## config.mk

```make
export PLATFORM = sky130hd
export DESIGN_NAME = id_regfile_sb
export DESIGN_NICKNAME = d
export VERILOG_FILES = /design/src/rtl/rf_pkg.sv /design/src/rtl/rf_scoreboard.sv /design/src/rtl/id_regfile_sb.sv
export SDC_FILE = /design/constraint.sdc
export NUM_CORES = 2
export LEC_CHECK = 0
export BUFFER_PORTS_ARGS = -buffer_cell sky130_fd_sc_hd__buf_4
export CORE_MARGIN = 2
export CORE_UTILIZATION = 47
export CTS_CLUSTER_SIZE = 16
export DETAILED_ROUTE_END_ITERATION = 7
export MAX_ROUTING_LAYER = met4
export SYNTH_ARGS = -nofsm -noshare
export SYNTH_HDL_FRONTEND = slang
export SYNTH_HIERARCHICAL = 1
export SYNTH_SLANG_ARGS = --single-unit
```

## constraint.sdc

```tcl
create_clock -name clk -period 4.3 [get_ports clk]
set_input_delay 0.86 -clock clk [delete_from_list [all_inputs] [get_ports clk]]
set_output_delay 0.86 -clock clk [all_outputs]
set_load 0.01 [all_outputs]
```

## src/rtl/rf_pkg.sv

```systemverilog
// Shared constants for the ID-stage register file and its instruction decode.
package rf_pkg;

  localparam int unsigned DATA_W_DEF = 32;
  localparam int unsigned ADDR_W_DEF = 5;

  // Architectural zero register: reads as 0, writes discarded, never tracked.
  localparam int unsigned REG_ZERO = 0;

  // Source register fields in the instruction word, used by ID to build ID_ReadReg.
  localparam int unsigned RS_LSB = 21;
  localparam int unsigned RT_LSB = 16;

endpackage

```

## src/rtl/rf_scoreboard.sv

```systemverilog
// Per-register in-flight writer counters plus the read-hazard and saturation stall logic.
module rf_scoreboard
  import rf_pkg::*;
#(
  parameter int unsigned ADDR_W = ADDR_W_DEF,
  parameter int unsigned NUM_RD = 2,
  parameter int unsigned CNT_W  = 2
) (
  input  logic                     clk,
  input  logic                     rst_n,
  input  logic [NUM_RD*ADDR_W-1:0] rd_addr,
  input  logic [NUM_RD-1:0]        rd_use,
  input  logic                     issue_flag,
  input  logic [ADDR_W-1:0]        issue_reg,
  input  logic                     retire_flag,
  input  logic [ADDR_W-1:0]        retire_reg,
  output logic                     stall,
  output logic                     score_full
);

  localparam int unsigned Depth = 2 ** ADDR_W;
  localparam logic [ADDR_W-1:0] Zero = ADDR_W'(REG_ZERO);
  localparam logic [CNT_W-1:0] CntMax = '1;
  localparam logic [CNT_W-1:0] CntOne = CNT_W'(1);

  logic [CNT_W-1:0] cnt_q [Depth];
  logic [CNT_W-1:0] cnt_d [Depth];
  logic [NUM_RD-1:0] hazard;

  logic [CNT_W-1:0] issue_cnt;
  logic             issue_dec;

  // A source is hazardous only if writers remain after discounting one retiring right now,
  // since that single retiring writer is served by the write-through bypass.
  for (genvar i = 0; i < NUM_RD; i++) begin : g_port
    logic [ADDR_W-1:0] addr;
    logic [CNT_W-1:0]  cnt;
    logic [CNT_W-1:0]  eff_cnt;

    assign addr    = rd_addr[i*ADDR_W +: ADDR_W];
    assign cnt     = cnt_q[addr];
    assign eff_cnt = (retire_flag && (retire_reg == addr) && (cnt != '0)) ? cnt - CntOne : cnt;
    assign hazard[i] = rd_use[i] && (addr != Zero) && (eff_cnt != '0);
  end

  // Issue is refused when the destination counter would overflow.
  assign issue_cnt  = cnt_q[issue_reg];
  assign issue_dec  = retire_flag && (retire_reg == issue_reg);
  assign score_full = issue_flag && (issue_reg != Zero) && (issue_cnt == CntMax) && !issue_dec;
  assign stall      = (|hazard) || score_full;

  // Next-state counters: simultaneous inc and dec cancel; dec at zero holds (protocol error).
  always_comb begin
    logic inc;
    logic dec;
    inc = 1'b0;
    dec = 1'b0;
    for (int unsigned r = 0; r < Depth; r++) begin
      cnt_d[r] = cnt_q[r];
    end
    for (int unsigned r = 1; r < Depth; r++) begin
      inc = issue_flag && !stall && (issue_reg == ADDR_W'(r));
      dec = retire_flag && (retire_reg == ADDR_W'(r));
      if (inc && !dec) begin
        cnt_d[r] = cnt_q[r] + CntOne;
      end else if (dec && !inc && (cnt_q[r] != '0)) begin
        cnt_d[r] = cnt_q[r] - CntOne;
      end
    end
    cnt_d[0] = '0;
  end

  // Counter state; reset discards every pending count.
  always_ff @(posedge clk or negedge rst_n) begin
    if (!rst_n) begin
      for (int unsigned r = 0; r < Depth; r++) begin
        cnt_q[r] <= '0;
      end
    end else begin
      for (int unsigned r = 0; r < Depth; r++) begin
        cnt_q[r] <= cnt_d[r];
      end
    end
  end

endmodule

```

## src/rtl/id_regfile_sb.sv

```systemverilog
// ID-stage register file with WB write-through bypass and an in-flight writer scoreboard.
module id_regfile_sb
  import rf_pkg::*;
#(
  parameter int unsigned DATA_W = DATA_W_DEF,
  parameter int unsigned ADDR_W = ADDR_W_DEF,
  parameter int unsigned NUM_RD = 2,
  parameter int unsigned CNT_W  = 2
) (
  input  logic                     clk,
  input  logic                     rst_n,
  input  logic [NUM_RD*ADDR_W-1:0] ID_ReadReg,
  input  logic [NUM_RD-1:0]        ID_ReadUse,
  output logic [NUM_RD*DATA_W-1:0] ID_ReadData,
  input  logic                     ID_IssueFlag,
  input  logic [ADDR_W-1:0]        ID_IssueReg,
  output logic                     ID_Stall,
  input  logic                     WB_RetireFlag,
  input  logic                     WB_RegWriteFlag,
  input  logic [ADDR_W-1:0]        WB_WriteReg,
  input  logic [DATA_W-1:0]        WB_WriteRegData,
  output logic                     ID_ScoreFull
);

  localparam int unsigned Depth = 2 ** ADDR_W;
  localparam logic [ADDR_W-1:0] Zero = ADDR_W'(REG_ZERO);

  logic [DATA_W-1:0] regs_q [Depth];
  logic              wen;

  // Squashed retires still release the scoreboard but must not write or bypass.
  assign wen = WB_RegWriteFlag && WB_RetireFlag && (WB_WriteReg != Zero);

  // Register storage; register 0 is never written so it stays zero.
  always_ff @(posedge clk or negedge rst_n) begin
    if (!rst_n) begin
      for (int unsigned r = 0; r < Depth; r++) begin
        regs_q[r] <= '0;
      end
    end else if (wen) begin
      regs_q[WB_WriteReg] <= WB_WriteRegData;
    end
  end

  for (genvar i = 0; i < NUM_RD; i++) begin : g_rd
    logic [ADDR_W-1:0] rd_addr;
    logic [DATA_W-1:0] rd_data;

    assign rd_addr = ID_ReadReg[i*ADDR_W +: ADDR_W];

    // Read mux: zero register, then same-cycle WB bypass, then storage. Forced 0 in reset.
    always_comb begin
      rd_data = regs_q[rd_addr];
      if (!rst_n || (rd_addr == Zero)) begin
        rd_data = '0;
      end else if (wen && (WB_WriteReg == rd_addr)) begin
        rd_data = WB_WriteRegData;
      end
    end

    assign ID_ReadData[i*DATA_W +: DATA_W] = rd_data;
  end

  rf_scoreboard #(
    .ADDR_W (ADDR_W),
    .NUM_RD (NUM_RD),
    .CNT_W  (CNT_W)
  ) u_scoreboard (
    .clk         (clk),
    .rst_n       (rst_n),
    .rd_addr     (ID_ReadReg),
    .rd_use      (ID_ReadUse),
    .issue_flag  (ID_IssueFlag),
    .issue_reg   (ID_IssueReg),
    .retire_flag (WB_RetireFlag),
    .retire_reg  (WB_WriteReg),
    .stall       (ID_Stall),
    .score_full  (ID_ScoreFull)
  );

endmodule

```

==> impl_results.md <==
- Psw: 0.008123 W
- Fraction of registers with async set/reset: 1.000
- Synthesized area per cell: 13.61 µm²
- Most frequent cell after synthesis: sky130_fd_sc_hd__dfrtp_1
- Areal power density over the cells: 417.7 mW/mm²
- Total GRT Usage: 0.2840
- Comb pwr share: 0.186
- Die ar.: 0.1340 mm²
- Clock network power share: 0.374
- Max Slew Vio Count: 0
- Depth of the worst register-to-register path: 16
- Placeable core area: 0.1298 mm²
- DRC violations left: 0
- Detail-routed net length per standard cell: 28.76 µm
- Library cell with the largest summed area after synthesis: sky130_fd_sc_hd__dfrtp_1
- Starting Density: 0.4746
- GRT Residual Overflow: 0
- Overall power: 0.02932 W
- Ys flop type: sky130_fd_sc_hd__dfrtp_1
- Root buffer cell: sky130_fd_sc_hd__clkbuf_16
- Hold Path Depth: 0
- Setup-violating endpoint count in the final report: 0
- Slew at the pin with the worst max-slew slack: 1.023 ns
- Latest clock arrival within the worst-skew pair: 0.75 ns
- TritonRoute pass-1 iters: 5
- Switching Share: 0.2771
- Number of ports placed on the die boundary: 125
- Largest delay share family, worst path: compound AO/OA/AOI/OAI gates
- Final weighted congestion in routability-driven placement: 0.8859
- Num Clock Sinks: 1086
- Detailed Place HPWL: 115200 µm
- Kind of path behind the tightest hold check: register to register
- Crit path arrival time: 3.41 ns
- Critical path cell sequence: mux2i_1 -> a22o_1 -> a2111oi_4 -> a21oi_1 -> a311o_1 -> ha_2 -> nor3b_2 -> nand3_1 -> o211ai_1 -> a31oi_4 -> or2_4 -> buf_6
- Max Root-Sink Buffers: 3
- Vias: 41350
- Cell row count: 132
- WP data required: 3.44 ns
- Remaining max-slew budget at the tightest pin: 0.3177
- First-pass GRT wire length: 280400 µm
- Critical-path cell with the highest stage delay: sky130_fd_sc_hd__dfrtp_2
- Number of antenna violations at the first check in global routing: 1
- Residual antenna-violating net count after detailed routing: 0
- Fraction of the yosys area taken by sequential cells: 0.4411
- Peak VDD IR: 0.3294 mV
- Number of distinct library cells after synthesis: 71
- Number of register bits inferred by synthesis: 1086
- Layout Area Growth over Synthesis: 13.93%
- Share of the clock period used by the worst path after layout: 0.9932
- Buffers & Inverters on Critical Path: 1
- Hold Fails Final Rpt: 0
- Utilization after layout: 0.5407
- Element type at the critical path end: output pin
- Clock slew at the register clock pins of the worst setup and hold paths: 0.06 ns
- Leakage power figure: 30.98 nW
- H-tree depth reported by CTS: 3
- Run status: complete, no violations
- CTS buffer count: 121
- Synthesized instance count: 4528
- Area fraction of the dominant cell type after synthesis: 0.4411
- Share of final-layout standard cells stronger than drive strength 1: 0.4307
- Number of enable flip-flop cells after synthesis: 0
- Final layout net count: 4638
- Share of power burned in registers: 0.440
- Largest fanout of any net on the critical path: 2
- Internal cell power: 0.02120 W
- Die Y-Extent: 366.1 µm
- Final Routed Wirelength: 184700 µm
- Critical path depth: 12
- Syn. warnings: 6
- Worst path max stage delay: 0.40 ns
- Startpoint class of the critical path: register
- First DRT Iteration DRCs: 3373
- Setup repair after global routing missed its margin: yes
- Pin count of the biggest net entering global routing: 173
- Syn Std Cell Area: 0.06161 mm²
- Clock tree from TritonCTS: yes
- Max cap viols: 0
- Floorplan die width: 366.1 µm
- Area contributors post-synth: sky130_fd_sc_hd__dfrtp_1 (44%), sky130_fd_sc_hd__mux2_2 (16%), sky130_fd_sc_hd__mux4_2 (15%)
- Number of global-route vias before repair: 42720
- Leading post-synthesis cells by instance count: sky130_fd_sc_hd__dfrtp_1 (1086), sky130_fd_sc_hd__mux2_2 (897), sky130_fd_sc_hd__mux4_2 (406)
- Syn_nets: 4589
- Type of the setup path with the least slack: register to output pin
- Post-detailed-route via-to-cell ratio: 6.439
- Max Clock Skew: 0.02437 ns
- Final worst path period need: 4.271 ns
- Maximum achievable frequency: 234.2 MHz
- Buffers on Ports: 124
==> metrics by stage <==
stage | setup WS, ns | hold WS [ns] | TNS (ns) | cell area [µm²] | cells
final | 0.02938 | 0.3939 | 0 | 70190 | 6421
after global routing | -0.04668 | 0.4074 | -0.04668 | 70190 | 6420
after CTS | 0.01317 | 0.3971 | 0 | 70160 | 6419
after detailed placement | 0.04886 | 0.3820 | 0 | 65800 | 6186
after global placement | 0.01744 | 0.3767 | 0 | 65800 | 6186
after floorplan | 0.001125 | 0.4413 | 0 | 61640 | 4528
==> power groups by stage <==
stage	combinational, W	sequential (W)	clock, W
2_1_floorplan	0.00397	0.0126	0
3_5_place_dp	0.00540	0.0130	0
4_1_cts	0.00546	0.0129	0.0112
6_report	0.00545	0.0129	0.0110
3_3_place_gp	0.00530	0.0130	0
5_1_grt	0.00588	0.0131	0.0117
==> flip-flops by register name, summed over array words and instances, names as in the netlist <==
| register | count |
|---|---|
| regs_q | 1024 |
| u_scoreboard/cnt_q | 62 |
==> worst reg2reg max path, stage by stage, from the launching register on <==
cell and delay (ns):
sky130_fd_sc_hd__dfrtp_2 0.40, sky130_fd_sc_hd__mux2i_1 0.08, sky130_fd_sc_hd__a22o_1 0.24, sky130_fd_sc_hd__a2111oi_4 0.30
sky130_fd_sc_hd__a21oi_1 0.07, sky130_fd_sc_hd__a311o_1 0.31, sky130_fd_sc_hd__ha_2 0.18, sky130_fd_sc_hd__nor3b_2 0.19
sky130_fd_sc_hd__nand3_1 0.10, sky130_fd_sc_hd__o211ai_1 0.31, sky130_fd_sc_hd__a31oi_4 0.08, sky130_fd_sc_hd__buf_4 0.15
sky130_fd_sc_hd__buf_4 0.12, sky130_fd_sc_hd__buf_4 0.21, sky130_fd_sc_hd__or4b_1 0.53, sky130_fd_sc_hd__o32a_1 0.31
sky130_fd_sc_hd__mux2i_1 0.13
==> cell type report <==
class	instances	area [µm²]
diodes	1	2.502
well taps	1742	2180
flip-flops and latches	1086	27180
multi-input cells	2922	32240
fillers	10870	59620
repair buffers	420	4229
clock inverters	42	566.8
inverters	26	97.59
clock buffers	182	3699
==> cells in the final DEF, fill, tap and decap left out, types with 64 or more instances in the layout <==
cell type / instances
sky130_fd_sc_hd__a22oi_1: 87
sky130_fd_sc_hd__nor2_1: 64
sky130_fd_sc_hd__buf_12: 80
sky130_fd_sc_hd__a211oi_1: 74
sky130_fd_sc_hd__dfrtp_1: 1081
sky130_fd_sc_hd__o21bai_1: 65
sky130_fd_sc_hd__a221o_1: 68
sky130_fd_sc_hd__a221oi_1: 129
sky130_fd_sc_hd__a21oi_1: 143
sky130_fd_sc_hd__mux2_2: 897
sky130_fd_sc_hd__buf_4: 326
sky130_fd_sc_hd__mux2i_1: 366
sky130_fd_sc_hd__mux2_1: 102
sky130_fd_sc_hd__mux4_2: 406
sky130_fd_sc_hd__nand2_1: 64
sky130_fd_sc_hd__nor2b_1: 86
sky130_fd_sc_hd__clkbuf_16: 122
==> repair_timing <==
item,4_1_cts,5_1_grt
cloned,0,0
hold endpoints to repair,9,0
endpoints found under the setup margin,1,2
pin swaps,7,4
setup buffers,8,1
hold buffers,1,0
gates resized for setup,10,3
==> layer usage <==
layer,part of all wire,track usage,vias up,routed length (µm)
li1,-,-,17640,-
met1,0.44,0.3893,22190,81320
met2,0.48,0.4481,1225,88840
met3,0.052,0.03353,287,9568
met4,0.027,0.08199,0,4942
met5,0,-,-,0
==> final timing paths <==
path / startpoint / endpoint / slack [ns]
worst max-delay path: u_scoreboard/cnt_q[47] / ID_Stall / 0.03
worst min-delay path: regs_q[992] / regs_q[992] / 0.39
worst max register to register: u_scoreboard/cnt_q[47] / u_scoreboard/cnt_q[60] / 0.51
worst min register to register: regs_q[992] / regs_q[992] / 0.39
max in group asynchronous: rst_n / regs_q[301] / 1.73
min in group asynchronous: rst_n / u_scoreboard/cnt_q[35] / 0.54
==> cells by family (layout without fill, tap and decap cells) <==
kind of cell	count (synthesis)	after routing	synth area share
compound gates	667	667	0.08018
simple gates	435	435	0.04058
flops	1086	1086	0.4411
fa+ha+maj	2	2	0.0004061
xor+xnor	47	47	0.006682
mux	1771	1771	0.3905
other cells	0	1	0
buf+inv	520	670	0.04056
No activity file was read; power rests on OpenSTA's default activity.
